$ cat config.mk
export PLATFORM = sky130hd
export DESIGN_NAME = iex_router
export DESIGN_NICKNAME = d
export VERILOG_FILES = /design/src/rtl/iex_router_pkg.sv /design/src/rtl/iex_if_slot.sv /design/src/rtl/iex_router.sv
export SDC_FILE = /design/constraint.sdc
export NUM_CORES = 1
export LEC_CHECK = 0
export ABC_CLOCK_PERIOD_IN_PS = 1700
export BUFFER_PORTS_ARGS = -buffer_cell sky130_fd_sc_hd__buf_2
export CAP_MARGIN = 20
export CELL_PAD_IN_SITES_DETAIL_PLACEMENT = 2
export CELL_PAD_IN_SITES_GLOBAL_PLACEMENT = 2
export CORE_MARGIN = 2
export CORE_UTILIZATION = 34
export CTS_CLUSTER_SIZE = 16
export DETAILED_ROUTE_END_ITERATION = 12
export GPL_TIMING_DRIVEN = 0
export HOLD_SLACK_MARGIN = 0.12
export PLACE_DENSITY = 0.81
export SYNTH_ARGS = -nofsm -noshare
export SYNTH_HDL_FRONTEND = slang
export SYNTH_SLANG_ARGS = --single-unit
$ cat constraint.sdc
create_clock -name clk -period 1.7 [get_ports clk]
set_clock_uncertainty 0.15 [all_clocks]
set_input_delay 0.085 -clock clk [delete_from_list [all_inputs] [get_ports clk]]
set_output_delay 0.085 -clock clk [all_outputs]
set_load 0.03 [all_outputs]
$ cat src/rtl/iex_router_pkg.sv
// Shared constants, slot state encoding and power-on routing table for the IEX display router.
package iex_router_pkg;

    localparam int DEF_USER_W = 3;
    localparam int DEF_N_IF   = 2;
    localparam int DEF_HOLD   = 8;
    localparam int TMR_W      = 8;

    localparam int IS1 = 0;
    localparam int IS2 = 1;

    typedef enum logic {
        SLOT_IDLE = 1'b0,
        SLOT_SHOW = 1'b1
    } slot_state_e;

    // Users 3 and 5 are shown on IS1; everyone else goes to IS2.
    function automatic int default_if(input int user);
        return ((user == 3) || (user == 5)) ? IS1 : IS2;
    endfunction

endpackage

$ cat src/rtl/iex_if_slot.sv
// One output interface: IDLE/SHOW state machine with a hold timer and early release.
module iex_if_slot
    import iex_router_pkg::*;
#(
    parameter int USER_W = DEF_USER_W,
    parameter int HOLD   = DEF_HOLD
) (
    input  logic              clk,
    input  logic              reset,
    input  logic              load,
    input  logic [USER_W-1:0] load_user,
    input  logic              ack,
    output logic              idle,
    output logic              active,
    output logic              start,
    output logic [USER_W-1:0] user
);

    slot_state_e       state_q, state_d;
    logic [TMR_W-1:0]  timer_q, timer_d;
    logic [USER_W-1:0] user_q, user_d;
    logic              start_q, start_d;

    always_ff @(posedge clk or posedge reset) begin
        if (reset) begin
            state_q <= SLOT_IDLE;
            timer_q <= '0;
            user_q  <= '0;
            start_q <= 1'b0;
        end else begin
            state_q <= state_d;
            timer_q <= timer_d;
            user_q  <= user_d;
            start_q <= start_d;
        end
    end

    always_comb begin
        state_d = state_q;
        timer_d = timer_q;
        user_d  = user_q;
        start_d = 1'b0;
        case (state_q)
            SLOT_IDLE: begin
                if (load) begin
                    state_d = SLOT_SHOW;
                    timer_d = TMR_W'(HOLD - 1);
                    user_d  = load_user;
                    start_d = 1'b1;
                end
            end
            SLOT_SHOW: begin
                // Timer reaching zero and an early ack both end the display at the next edge.
                if ((timer_q == '0) || ack) begin
                    state_d = SLOT_IDLE;
                end else begin
                    timer_d = timer_q - 1'b1;
                end
            end
            default: state_d = SLOT_IDLE;
        endcase
    end

    assign idle   = (state_q == SLOT_IDLE);
    assign active = (state_q == SLOT_SHOW);
    assign start  = start_q;
    assign user   = user_q;

endmodule

$ cat src/rtl/iex_router.sv
// Routes display requests to one of N_IF interfaces via a writable user->interface table.
module iex_router
    import iex_router_pkg::*;
#(
    parameter int USER_W = DEF_USER_W,
    parameter int N_IF   = DEF_N_IF,
    parameter int IF_W   = 1,
    parameter int HOLD   = DEF_HOLD
) (
    input  logic                     clk,
    input  logic                     reset,
    input  logic                     req_valid,
    input  logic [USER_W-1:0]        req_user,
    output logic                     req_ready,
    output logic [IF_W-1:0]          req_if,
    input  logic                     cfg_we,
    input  logic [USER_W-1:0]        cfg_user,
    input  logic [IF_W-1:0]          cfg_if,
    input  logic [N_IF-1:0]          if_ack,
    output logic [N_IF-1:0]          if_active,
    output logic [N_IF*USER_W-1:0]   if_user,
    output logic [N_IF-1:0]          if_start
);

    localparam int TBL_N = 1 << USER_W;

    logic [IF_W-1:0] table_q [TBL_N];
    logic [IF_W-1:0] table_d [TBL_N];
    logic [N_IF-1:0] slot_idle;
    logic [N_IF-1:0] slot_load;
    logic            target_idle;

    always_ff @(posedge clk or posedge reset) begin
        if (reset) begin
            for (int i = 0; i < TBL_N; i++) begin
                table_q[i] <= IF_W'(default_if(i));
            end
        end else begin
            table_q <= table_d;
        end
    end

    // The request decode reads table_q, so a same-cycle write only affects later requests.
    always_comb begin
        table_d = table_q;
        if (cfg_we) begin
            table_d[cfg_user] = cfg_if;
        end
    end

    assign req_if = table_q[req_user];

    // An entry pointing past the last interface matches no slot and so is never ready.
    always_comb begin
        target_idle = 1'b0;
        for (int k = 0; k < N_IF; k++) begin
            if (req_if == IF_W'(k)) begin
                target_idle = slot_idle[k];
            end
        end
    end

    assign req_ready = ~reset & target_idle;

    always_comb begin
        slot_load = '0;
        for (int k = 0; k < N_IF; k++) begin
            slot_load[k] = req_valid & req_ready & (req_if == IF_W'(k));
        end
    end

    for (genvar k = 0; k < N_IF; k++) begin : g_slot
        iex_if_slot #(
            .USER_W (USER_W),
            .HOLD   (HOLD)
        ) u_slot (
            .clk       (clk),
            .reset     (reset),
            .load      (slot_load[k]),
            .load_user (req_user),
            .ack       (if_ack[k]),
            .idle      (slot_idle[k]),
            .active    (if_active[k]),
            .start     (if_start[k]),
            .user      (if_user[k*USER_W +: USER_W])
        );
    end

endmodule

-- After elaboration in Yosys (flattened, before gate mapping)
Index checks and enable logic that the tools add are counted.
- $add $sub $neg: 2
- order comparisons: 3
- equality and inequality tests: 4
- muxes and demuxes: 21
- bitwise logic cells: 10
- reductions and logical operators: 9
- operators by type and width (kind ; number):
    $mux 8 ; 4
    $pmux 8 s2 ; 2
    $logic_not 8->1 ; 2
    $sub 8x1->8 const B ; 2
    $mux 1 ; 10
    $bwmux 8 ; 1
    $ge 4x4->1 const B ; 2
    $not 3->4 ; 2
    $reduce_and 2->1 ; 4
    $and 1x1->1 ; 4
    $lt 4x1->1 const B ; 1
    $ne 2x1->1 const B ; 2
    $ne 2x2->1 const B ; 2
    $not 1->1 ; 4
    $pmux 1 s2 ; 2
    $bmux 1 s3 ; 1
    $demux 1 s3 ; 1
    $logic_or 1x1->1 ; 2
    $logic_and 1x1->1 ; 1
- register bits after elaboration: 34
- input bits: 13
- output and inout bits: 12

-- Longest topological paths before layout
Gate-level depths: netlist (run 1).
- word-level depth: 10
- depth in mapped cells: 7

-- By module
A second synthesis (run 1) with hierarchy kept.
- cell total of the unflattened synthesis: 168
- area, all modules: 1756.7 sq um
- by module, submodules not included (module ; instances ; cells each ; area an instance (sq um)):
    iex_if_slot at g_slot[1].u_slot ; 1 ; 63 ; 644.4
    iex_if_slot at g_slot[0].u_slot ; 1 ; 63 ; 629.4
    iex_router ; 1 ; 42 ; 483.0

-- Least setup slack after synthesis (run 1)
Ideal clock, no wire load.
- path type: reg-to-output
- from: reg table_q[2] in the netlist's numbering
- to: out req_ready
- arrival: 1968 ps
- slack: -503 ps
- stages on the path, launching flop included: 5
- buffers on the path: 0
- cell sequence: dfrtp_1 -> mux2_2 -> o22ai_4 -> nor2_1 -> a211oi_1
- longest elaborated chain between the ends: 5
- ends and longest elaborated chain (element ; line ; RTL):
    from (decl) ; iex_router.sv:27 ; logic [IF_W-1:0] table_q [TBL_N];
    from (signal, indexed assignment) ; iex_router.sv:36 ; table_q[i] <= IF_W'(default_if(i));
    from (signal assigned) ; iex_router.sv:39 ; table_q <= table_d;
    $bmux 1 s3 ; iex_router.sv:51 ; assign req_if = table_q[req_user];
    $mux 1 (implied by the code) (2 in series) ; iex_router.sv:51 ;
    net req_if ; iex_router.sv:15 ; output logic [IF_W-1:0] req_if,
    $mux 1 ; iex_router.sv:57 ; if (req_if == IF_W'(k)) begin
    $and 1x1->1 ; iex_router.sv:63 ; assign req_ready = ~reset & target_idle;
    to (decl) ; iex_router.sv:14 ; output logic req_ready,
The timed path passes the listed nets, and every way through them passes these cells. The select of a mux whose other input is x is not followed.

-- Final worst setup path (run 1)
- from: reg g_slot[1].u_slot.timer_q[2]
- to: reg g_slot[1].u_slot.timer_q[7]
- longest elaborated chain between the ends: 4
- ends and longest elaborated chain (element ; line ; RTL):
    from (decl) ; iex_if_slot.sv:20 ; logic [TMR_W-1:0] timer_q, timer_d;
    from (signal assigned) ; iex_if_slot.sv:32 ; timer_q <= timer_d;
    branches (longest 4 deep; another with $sub 8x1->8) ; n/a ;
Several ways; the timed one is not identified. The select of a mux whose other input is x is not followed.
A chain may end at the register's enable or synchronous reset.

==> qor.txt, run 1 <==
final hold slack: 194 ps
DRC: 0
layout net count: 275
status: complete, but fails checks
failing checks: setup timing
Met1 Wirelength: 4020 µm
top layer in use: met4
drt pass-1 iters: 4
core region area: 5440 µm²
multiplexer share of the synthesized area: 11.5%
unrepaired setup endpoints after global routing: true
worst slack at placement: -604 ps
simple-gate share of the synthesized area: 16.0%
drt total wl: 10500 µm
main combinational cell family by area after synthesis: compound AO/OA/AOI/OAI gates
EDFF count, synth: 0
cell count of the worst reg-to-reg path: 5
Hold WC Path Type: primary input to flip-flop
Area Overhead vs Synth: 60.2%
Arr. time, crit path: 2120 ps
Pleak: 1.29 nW
Worst-Margin Slew: 852 ps
Setup crit start kind: flip-flop
Synth Area in Compound Gates: 18.6%
CTS tree: yes
Cells after Synth: 169
Fillers: 514
worst r2r src: g_slot[1].u_slot.timer_q[2]
flops & latches, synth: 34
period utilisation layout: 124%
initial core utilization: 34.6%
total of max-cap violations: 0
r2r setup slk: -400 ps
routed len/inst: 31.6 µm
gr ovfl total: 0
Rows: 27
Antenna Cells: 0
post-DR vias/cell: 5.84
final worst setup slack: -403 ps
Netlist cell types: 50
vias: 1932
final hold violations: 0
most frequent cells in the layout: 33 x buf_4, 23 x dfrtp_1, 21 x buf_2
Placer Congestion: 0.797
Die ar.: 6140 µm²
IR drop worst, VDD: 0.000810 V
Max Slew Vio Count: 0
Die Ht: 78.4 µm
H-tree depth: 2
pin count of the biggest net entering global routing: 17
clock sinks: 34
Routed Antenna Nets: 0
Reg-to-Reg End: g_slot[1].u_slot.timer_q[7]
WL met3: 425 µm
clock transition at the registers of the reported paths: 80 ps
CTS Buffer Depth: 2
Root Buffer: clkbuf_8
gr usage total: 30.0%
Die X: 78.4 µm
layout cells sized above 1: 59.1%
CP Capture Type: flip-flop
Most used DFF post-synth: dfrtp_1
xor/xnor share of the synthesized area: 0%
CP endpoint: g_slot[1].u_slot.timer_q[7]
kind of critical path: flip-flop to flip-flop
clock buffer count from CTS: 5
Adder-Cell Fraction of Synth Area: 2.66%
Post-Syn Area: 1880 µm²
Rel. slew slack: 43.0%
minimum clock period: 2100 ps
initial DRC count: 131
later-pin clock latency in the skew report: 300 ps
Synthesis Warnings: 0
fraction of registers with async set/reset: 100%
CP Data Required Time: 1710 ps
Fmax: 0.476 GHz
first-pass GRT wire length: 13100 µm
register area share after synthesis: 45.6%
Final Setup Violations: 28
initial antenna violation count: 0
CP max FO: 7
PwrDens: 1150 nW/µm²
syn avg cell area: 11.1 µm²
Crit. Startpoint: g_slot[1].u_slot.timer_q[2]
commonest non-fill, non-tap cell in the layout: buf_4
number of global-route vias before repair: 2068
met2 wire length: 5360 µm
dpl hpwl: 3690 µm
io pins: 25
post-synth net total: 186
IO Port Bufs: 23
-- worst max-delay path: stages, from the launching register on --
cell     delay (ps)
dfrtp_1         510
or4b_4          630
buf_6           140
nor3b_4         160
a31oi_1         260
a31oi_1         100
-- per-stage QoR --
stage	cells	util, %	setup TNS [ps]	power (mW)	cell area [µm²]
after floorplan	169	-	-1650	1.81	1960
after global placement	264	39.8	-8470	2.00	2160
after detailed placement	264	39.8	-10880	2.07	2160
after CTS	320	52.4	-4560	3.08	2850
after global routing	331	55.4	-8780	3.55	3010
final	331	55.4	-8260	3.47	3010
-- metal layers --
metal | up-vias | global-route usage (%)
met2 | 83 | 53.3
li1 | 809 | -
met3 | 42 | 6.21
met1 | 998 | 33.9
met5 | - | 0
met4 | 0 | 15.1
-- repair_timing --
action	4_1_cts	5_1_grt
setup buffers	31	12
hold endpoints to repair	48	0
hold buffers	17	0
resized for setup	45	20
setup endpoints to repair	28	28
pin swaps	22	11
gates cloned	1	0
-- flip-flops by register name (all words and copies together) (netlist names) --
| register | count |
|---|---|
| table_q | 8 |
| g_slot.u_slot.start | 2 |
| g_slot.u_slot.timer_q | 16 |
| g_slot.u_slot.active | 2 |
| g_slot.u_slot.user | 6 |
-- cells by family after synthesis --
logic type / after synthesis
flip-flops: 34
adder cells (fa/ha/maj): 4
AO/OA/AOI/OAI: 43
AND/OR/NAND/NOR: 51
multiplexers: 19
buffers and inverters: 18
-- layout make-up --
type	instances	area [µm²]	area share [%]
buffer	8	68.8	2.28
inverter	9	42.5	1.41
timing repair buffer	82	688	22.8
timing repair inverter	1	5.00	0.166
sequential	34	865	28.7
clock buffer	7	86.3	2.87
multi-input combinational	117	1160	38.6
tap	72	90.1	2.99
clock inverter	1	5.00	0.166
-- where the power goes --
part	switching (mW)	total (mW)	internal (mW)
Combinational	0.846	1.59	0.746
Sequential	0.197	1.21	1.01
Clock	0.344	0.671	0.328
-- worst min path at each step --
stage,start,cells past startpoint,to,slack (ps)
2_1_floorplan,reset,1,g_slot[0].u_slot.active,-120
3_3_place_gp,reset,2,g_slot[1].u_slot.timer_q[2],130
3_5_place_dp,reset,2,g_slot[1].u_slot.timer_q[2],150
4_1_cts,cfg_user[1],4,table_q[1],130
5_1_grt,cfg_user[1],4,table_q[1],190
6_report,cfg_user[1],4,table_q[1],190
-- cell usage after synthesis, drive strengths merged, types with 3 or more instances --
cell type / n / area share (%)
a21oi: 3 / 0.80
a31oi: 5 / 1.7
buf: 8 / 3.7
dfrtp: 28 / 37
dfstp: 6 / 8.4
ha: 4 / 2.7
inv: 9 / 1.8
mux2: 18 / 11
nand2: 8 / 1.6
nand2b: 5 / 1.7
nand3b: 3 / 1.2
nor2: 8 / 1.6
nor3: 7 / 2.5
nor3b: 4 / 1.6
o21a: 3 / 1.2
o21ai: 10 / 3.5
o22ai: 3 / 1.7
o31a: 6 / 2.9
or3: 3 / 1.0
(Power assumes the default switching activity.)
==> inputs of run 2 (changes only) <==
--- a/config.mk
+++ b/config.mk
@@ -7,2 +7,3 @@
 export LEC_CHECK = 0
+export ABC_AREA = 1
 export ABC_CLOCK_PERIOD_IN_PS = 1700
@@ -13,3 +14,3 @@
 export CORE_MARGIN = 2
-export CORE_UTILIZATION = 34
+export CORE_UTILIZATION = 30
 export CTS_CLUSTER_SIZE = 16
==> constraint.sdc (replaced) <==
create_clock -name clk -period 1.7 [get_ports clk]
set_clock_uncertainty 0.15 [all_clocks]
set_input_delay 0.255 -clock clk [delete_from_list [all_inputs] [get_ports clk]]
set_output_delay 0.255 -clock clk [all_outputs]
set_load 0.03 [all_outputs]
==> run 2 against run 1 <==
The flow still finishes with violations (setup timing). Area after synthesis is 0.73% lower. Maximum frequency grew 1.8%. Critical path depth increased by 5. Combinational power down 13%. First-iteration DRC count fell by 61%. Critical path type is now flip-flop to output port. Largest power group unchanged.
==> qor.txt, run 2 <==
status: complete, but fails checks
failing checks: setup timing
io pins: 25 (unchanged)
most area-consuming cells after synthesis: dfrtp_1 38%, nand2_1 12%, dfstp_2 8.4%
post-DR vias/cell: 4.92 (-16%)
Fillers: 690 (+34%)
utilization after layout: 42.7% (-13 points)
Die Ht: 82.9 µm (+5.8%)
Power, Total: 3.31 mW (-4.6%)
Die X: 82.9 µm (+5.8%)
Die ar.: 6870 µm² (+12%)
Reg area: 858 µm² (-0.72%)
power share of the clock group: 19.2% (-0.2 points)
worst slack at placement: -542 ps (+61.8 ps)
Post-Layout Cell Count: 366 (+11%)
Fmax: 0.484 GHz (+1.8%)
Post-synth top cells: 62 x nand2_1, 33 x inv_1, 28 x dfrtp_1
syn avg cell area: 7.78 µm² (-30%)
routed len/inst: 16.8 µm (-47%)
Pleak: 1.28 nW (-0.50%)
flops & latches, synth: 34 (unchanged)
final hold violations: 0 (unchanged)
Hold WC Path Type: primary input to flip-flop
Antenna Cells: 0 (unchanged)
layout cells sized above 1: 34.0% (-25 points)
H-tree depth: 2 (unchanged)
Worst-Margin Slew: 891 ps (+38.8 ps)
Hold EP: table_q[1]
initial antenna violation count: 0 (unchanged)
PwrDens: 1300 nW/µm² (+13%)
drt total wl: 6140 µm (-41%)
final worst setup slack: -366 ps (+36.5 ps)
IO Port Bufs: 24 (+4.3%)
Netlist cell types: 24 (-52%)
Worst path most repeated cell: nor2_2
Most flops, register: g_slot.u_slot.timer_q
register share of total power: 38.7% (+3.9 points)
most frequent cell after synthesis: nand2_1
Arr. time, crit path: 1660 ps (-460 ps)
Area Overhead vs Synth: 36.2%
Reg-to-Reg End: g_slot[1].u_slot.timer_q[2]
WHS Path Cells: 4 (unchanged)
fraction of registers with async set/reset: 100% (unchanged)
Max Slew Vio Count: 0 (unchanged)
clock buffer count from CTS: 5 (unchanged)
gr ovfl total: 0 (unchanged)
CP Capture Type: output port
Root Buffer: clkbuf_8
Crit path depth: 10 (+5)
clock sinks: 34 (unchanged)
commonest non-fill, non-tap cell in the layout: nand2_1
post-synth top area cell: dfrtp_1
Routed Antenna Nets: 0 (unchanged)
Synthesis Warnings: 0 (unchanged)
pin count of the biggest net entering global routing: 37 (+20)
number of global-route vias before repair: 1959 (-5.3%)
Rel. slew slack: 40.3% (-2.7 points)
minimum clock period: 2070 ps (-36.5 ps)
Worst Path Buf+Inv: 2 (+1)
cell chain of the critical path: inv_2 -> nand2_2 -> nand3_2 -> nand2_1 -> nand2_1 -> nand2_2 -> nor2_2 -> nor2_2 -> nor2_2 -> buf_6
multi-input gate area in the final layout: 982 µm² (-16%)
DRC: 0 (unchanged)
kind of critical path: flip-flop to output port
total of max-cap violations: 0 (unchanged)
Most used DFF post-synth: dfrtp_1
Post-Syn Area: 1870 µm² (-0.73%)
dpl hpwl: 3600 µm (-2.3%)
register area share after synthesis: 46.0% (+0.34 points)
IR drop worst, VDD: 0.000605 V (-25%)
worst r2r src: table_q[5]
first-pass GRT wire length: 9400 µm (-28%)
Sw Ratio: 42.6% (+2.6 points)
gr usage total: 16.6% (-13 points)
CP Data Required Time: 1290 ps (-420 ps)
EDFF count, synth: 0 (unchanged)
critical path's slowest cell: dfstp_2
Int Pwr: 1.90 mW (-8.7%)
CTS tree: yes
Placed Instances: 339 (+28%)
Placer Congestion: 0.733 (-8.0%)
core region area: 5960 µm² (+9.5%)
Psw: 1.41 mW (+1.6%)
combinational share of power: 42.1% (-3.8 points)
drt pass-1 iters: 4 (unchanged)
CTS Buffer Depth: 2 (unchanged)
Setup crit start kind: flip-flop
vias: 1802 (-6.7%)
unrepaired setup endpoints after global routing: true
Cells after Synth: 240 (+42%)
cell count of the worst reg-to-reg path: 12 (+7)
CP max stage delay: 570 ps (-60 ps)
period utilisation layout: 122% (-2.1 points)
min-delay src: cfg_user[2]
initial DRC count: 51 (-61%)
later-pin clock latency in the skew report: 290 ps (about the same)
Largest register FFs: 16 (unchanged)
top cell type's share of synthesized area: 37.5% (+0.27 points)
post-synth net total: 257 (+38%)
Rows: 28 (+3.7%)
Crit path max-delay family: simple AND/OR/NAND/NOR gates
CP max FO: 2 (-5)
r2r setup slk: -370 ps (+40 ps)
most frequent cells in the layout: 52 x nand2_1, 28 x inv_1, 28 x dfrtp_1
initial core utilization: 31.3% (-3.2 points)
clock transition at the registers of the reported paths: 70 ps (about the same)
layout net count: 307 (+12%)
Final Setup Violations: 15 (-46%)
-- run 2: what timing repair did --
item / 4_1_cts / 5_1_grt
gates cloned: 0 / 2
endpoints found under the setup margin: 25 / 29
pin swaps: 15 / 11
hold buffers: 3 / 3
setup buffers: 2 / 9
hold endpoints to repair: 30 / 28
resized for setup: 20 / 32
-- run 2: power groups by stage --
stage / logic [mW] / registers [mW] / clock network, mW
floorplan: 0.751 / 1.30 / 0
global placement: 1.08 / 1.25 / 0
detailed placement: 1.14 / 1.26 / 0
CTS: 1.21 / 1.26 / 0.641
global route: 1.56 / 1.32 / 0.678
finish: 1.39 / 1.28 / 0.634
-- run 2: metal layers --
layer  vias to the layer above  GRT usage (%)  routed length (µm)
met2                        22           30.4                3130
li1                        865              -                   -
met4                         0           4.92                  91
met5                         -              0                   0
met1                       908           19.7                2780
met3                         7           3.18                 142
-- run 2: layout make-up --
type / instances / area share, %
buffer: 6 / 2.21
clock buffer: 8 / 3.54
inverter: 34 / 5.31
multi-input combinational: 166 / 38.6
sequential: 34 / 33.8
tap: 75 / 3.69
timing repair buffer: 42 / 12.6
timing repair inverter: 1 / 0.197
-- run 2: metrics by stage --
step | setup TNS [ps] | hold slack (ps) | area, µm²
detailed placement | -12030 | 326 | 2090
CTS | -3370 | -6.04 | 2290
global route | -6240 | 166 | 2540
finish | -4530 | 147 | 2540
floorplan | 0 | 74.5 | 1870
global placement | -11690 | 318 | 2090
-- run 2: how the worst max path moves through the flow --
stage                             endpoint  slack, ps  startpoint
6_report                         req_ready       -370  table_q[5]
5_1_grt        g_slot[1].u_slot.timer_q[2]       -470  table_q[5]
4_1_cts                          req_ready       -310  table_q[6]
3_5_place_dp   g_slot[0].u_slot.timer_q[6]       -540       reset
3_3_place_gp   g_slot[0].u_slot.timer_q[4]       -520       reset
2_1_floorplan  g_slot[1].u_slot.timer_q[0]         50  table_q[1]
-- run 2: tightest hold or removal path: cells and delay by family --
family                 cells  cell delay (ps)
and+or+nand+nor            2              160
buffers and inverters      1              110
AOI/OAI and AO/OA          1               60
-- run 2: kinds of logic after synthesis --
group           share of synthesized area (%)
buf+inv                                  9.45
compound gates                           8.65
simple gates                             30.9
flops                                    46.0
fa+ha+maj                                2.68
xor+xnor                                 2.35
==> inputs of run 3 (changes only) <==
- CORE_UTILIZATION: 30 -> 31
- CTS_BUF_LIST: not set -> sky130_fd_sc_hd__clkbuf_8
- PLACE_DENSITY: 0.81 -> 0.83
==> run 3 against run 2 <==
The run still ends with setup timing left. Via count is 1.4% higher. Sequential power about the same. Flip-flop and latch count did not move. First-iteration DRC count fell by 3.9%. Combinational power is essentially flat. Sequential share of layout area increased by 0.99 points. Clock power down 2%. Cell area shrank 2.4%. Cell count shrank 0.82%.
==> qor.txt, run 3 (synthesis results as in run 2) <==
status: complete, but fails checks
failing checks: setup timing
CP Data Required Time: 1290 ps (about the same)
IR drop worst, VDD: 0.000577 V (-4.7%)
met2 Use GR: 34.8% (+4.5 points)
fin area: 2480 µm² (-2.4%)
met1 global-route usage: 23.8% (+4.1 points)
worst slack at placement: -536 ps (+5.94 ps)
final hold slack: 125 ps (-21.9 ps)
gr ovfl total: 0 (unchanged)
DRC: 0 (unchanged)
M3 GR Usage: 3.30% (+0.12 points)
r2r setup slk: -190 ps (+180 ps)
Arr. time, crit path: 1680 ps (+20 ps)
Die ar.: 6660 µm² (-3.1%)
commonest non-fill, non-tap cell in the layout: nand2_1
final worst setup slack: -384 ps (-18.0 ps)
gr usage total: 19.4% (+2.7 points)
Post-DP Area: 2090 µm² (unchanged)
WHS Path Cells: 3 (-1)
Area Overhead vs Synth: 32.9%
Hold WC Path Type: primary input to flip-flop
io pins: 25 (unchanged)
layout net count: 304 (-0.98%)
IO Port Bufs: 24 (unchanged)
number of global-route vias before repair: 1939 (-1.0%)
period utilisation layout: 123% (+1.1 points)
Power, Total: 3.30 mW (-0.18%)
GR peak layer: met2
clock transition at the registers of the reported paths: 70 ps (about the same)
post-DR vias/cell: 5.04 (+2.3%)
Rows: 28 (unchanged)
final hold violations: 0 (unchanged)
Post-Layout Cell Count: 363 (-0.82%)
minimum clock period: 2080 ps (+18.0 ps)
kind of critical path: flip-flop to output port
layout cells sized above 1: 37.2% (+3.1 points)
later-pin clock latency in the skew report: 290 ps (about the same)
cell count of the worst reg-to-reg path: 10 (-2)
CP Capture Type: output port
H-tree depth: 2 (unchanged)
first-pass GRT wire length: 9690 µm (+3.1%)
Final Setup Violations: 14 (-1)
Routed Antenna Nets: 0 (unchanged)
Antenna Cells: 0 (unchanged)
min-delay src: cfg_user[2]
Die Ht: 81.6 µm (-1.6%)
total of max-cap violations: 0 (unchanged)
initial DRC count: 49 (-3.9%)
initial antenna violation count: 0 (unchanged)
Placed Instances: 339 (unchanged)
Most flops, register: g_slot.u_slot.timer_q
vias: 1828 (+1.4%)
Max Slew Vio Count: 0 (unchanged)
PwrDens: 1330 nW/µm² (+2.3%)
most frequent cells in the layout: 53 x nand2_1, 25 x inv_1, 25 x dfrtp_1
Setup crit start kind: flip-flop
drt total wl: 6510 µm (+6.0%)
routed len/inst: 17.9 µm (+6.9%)
clock sinks: 34 (unchanged)
pin count of the biggest net entering global routing: 19 (-49%)
Die X: 81.6 µm (-1.6%)
Pleak: 1.27 nW (-0.89%)
worst r2r src: table_q[6]
CTS tree: yes
dpl hpwl: 3700 µm (+2.8%)
CP max FO: 2 (unchanged)
initial core utilization: 31.7% (+0.37 points)
core region area: 5890 µm² (-1.2%)
Fmax: 0.480 GHz (-0.87%)
Hold EP: table_q[1]
CTS Buffer Depth: 2 (unchanged)
Placer Congestion: 0.728 (-0.68%)
Root Buffer: clkbuf_8
Largest register FFs: 16 (unchanged)
unrepaired setup endpoints after global routing: true
Rel. slew slack: 41.4% (+1.1 points)
drt pass-1 iters: 4 (unchanged)
Reg-to-Reg End: g_slot[1].u_slot.user[1]
clock buffer count from CTS: 5 (unchanged)
Worst-Margin Slew: 874 ps (-16.5 ps)
-- run 3: worst max path at each step --
stage | startpoint | end | cells after the start
5_1_grt | table_q[6] | req_ready | 10
6_report | table_q[6] | req_ready | 10
3_5_place_dp | reset | g_slot[0].u_slot.timer_q[6] | 6
3_3_place_gp | reset | g_slot[0].u_slot.timer_q[7] | 6
4_1_cts | reset | g_slot[1].u_slot.user[2] | 4
2_1_floorplan | table_q[1] | g_slot[1].u_slot.timer_q[0] | 10
-- run 3: worst max-delay path, stage by stage, from the launching register on --
cell	delay (ps)
dfstp_2	550
inv_2	40
nand2_2	60
nand3_2	100
nand2_1	80
nand2_1	70
nand2_2	100
nor2_2	50
nor2_2	140
nor2_2	70
buf_6	130
-- run 3: area by class of cell --
cell class              count  area [µm²]
plain buffers               6        48.8
clock buffers               6        82.6
clock inverters             2        7.51
fillers                   681        3400
inverters                  34         140
multi-input cells         166         966
flip-flops and latches     34         862
well taps                  75        93.8
repair buffers             39         275
repair inverters            1        5.00
-- run 3: metrics by stage --
step                      TNS (ps)  utilization (%)
after floorplan                  0                -
after global placement      -11410             35.5
after detailed placement    -12090             35.5
after CTS                    -6490             39.9
after global routing         -3770             42.2
final                        -2230             42.2
-- run 3: what timing repair did --
item / CTS / global route
setup endpoints to repair: 25 / 39
gates resized for setup: 20 / 39
buffers inserted: 7 / 4
cloned: 2 / 0
hold endpoints to repair: 30 / 0
hold buffers: 5 / 0
pin swaps: 6 / 16
-- run 3: power breakdown --
group	internal [mW]	switching (mW)
logic	0.511	0.866
clock network	0.319	0.304
registers	1.05	0.249
total	1.88	1.42
-- run 3: layer usage --
layer | part of all wire [%] | vias to the layer above
li1 | - | 858
met1 | 43 | 933
met2 | 53 | 28
met3 | 2.4 | 9
met4 | 1.7 | 0
met5 | 0 | -
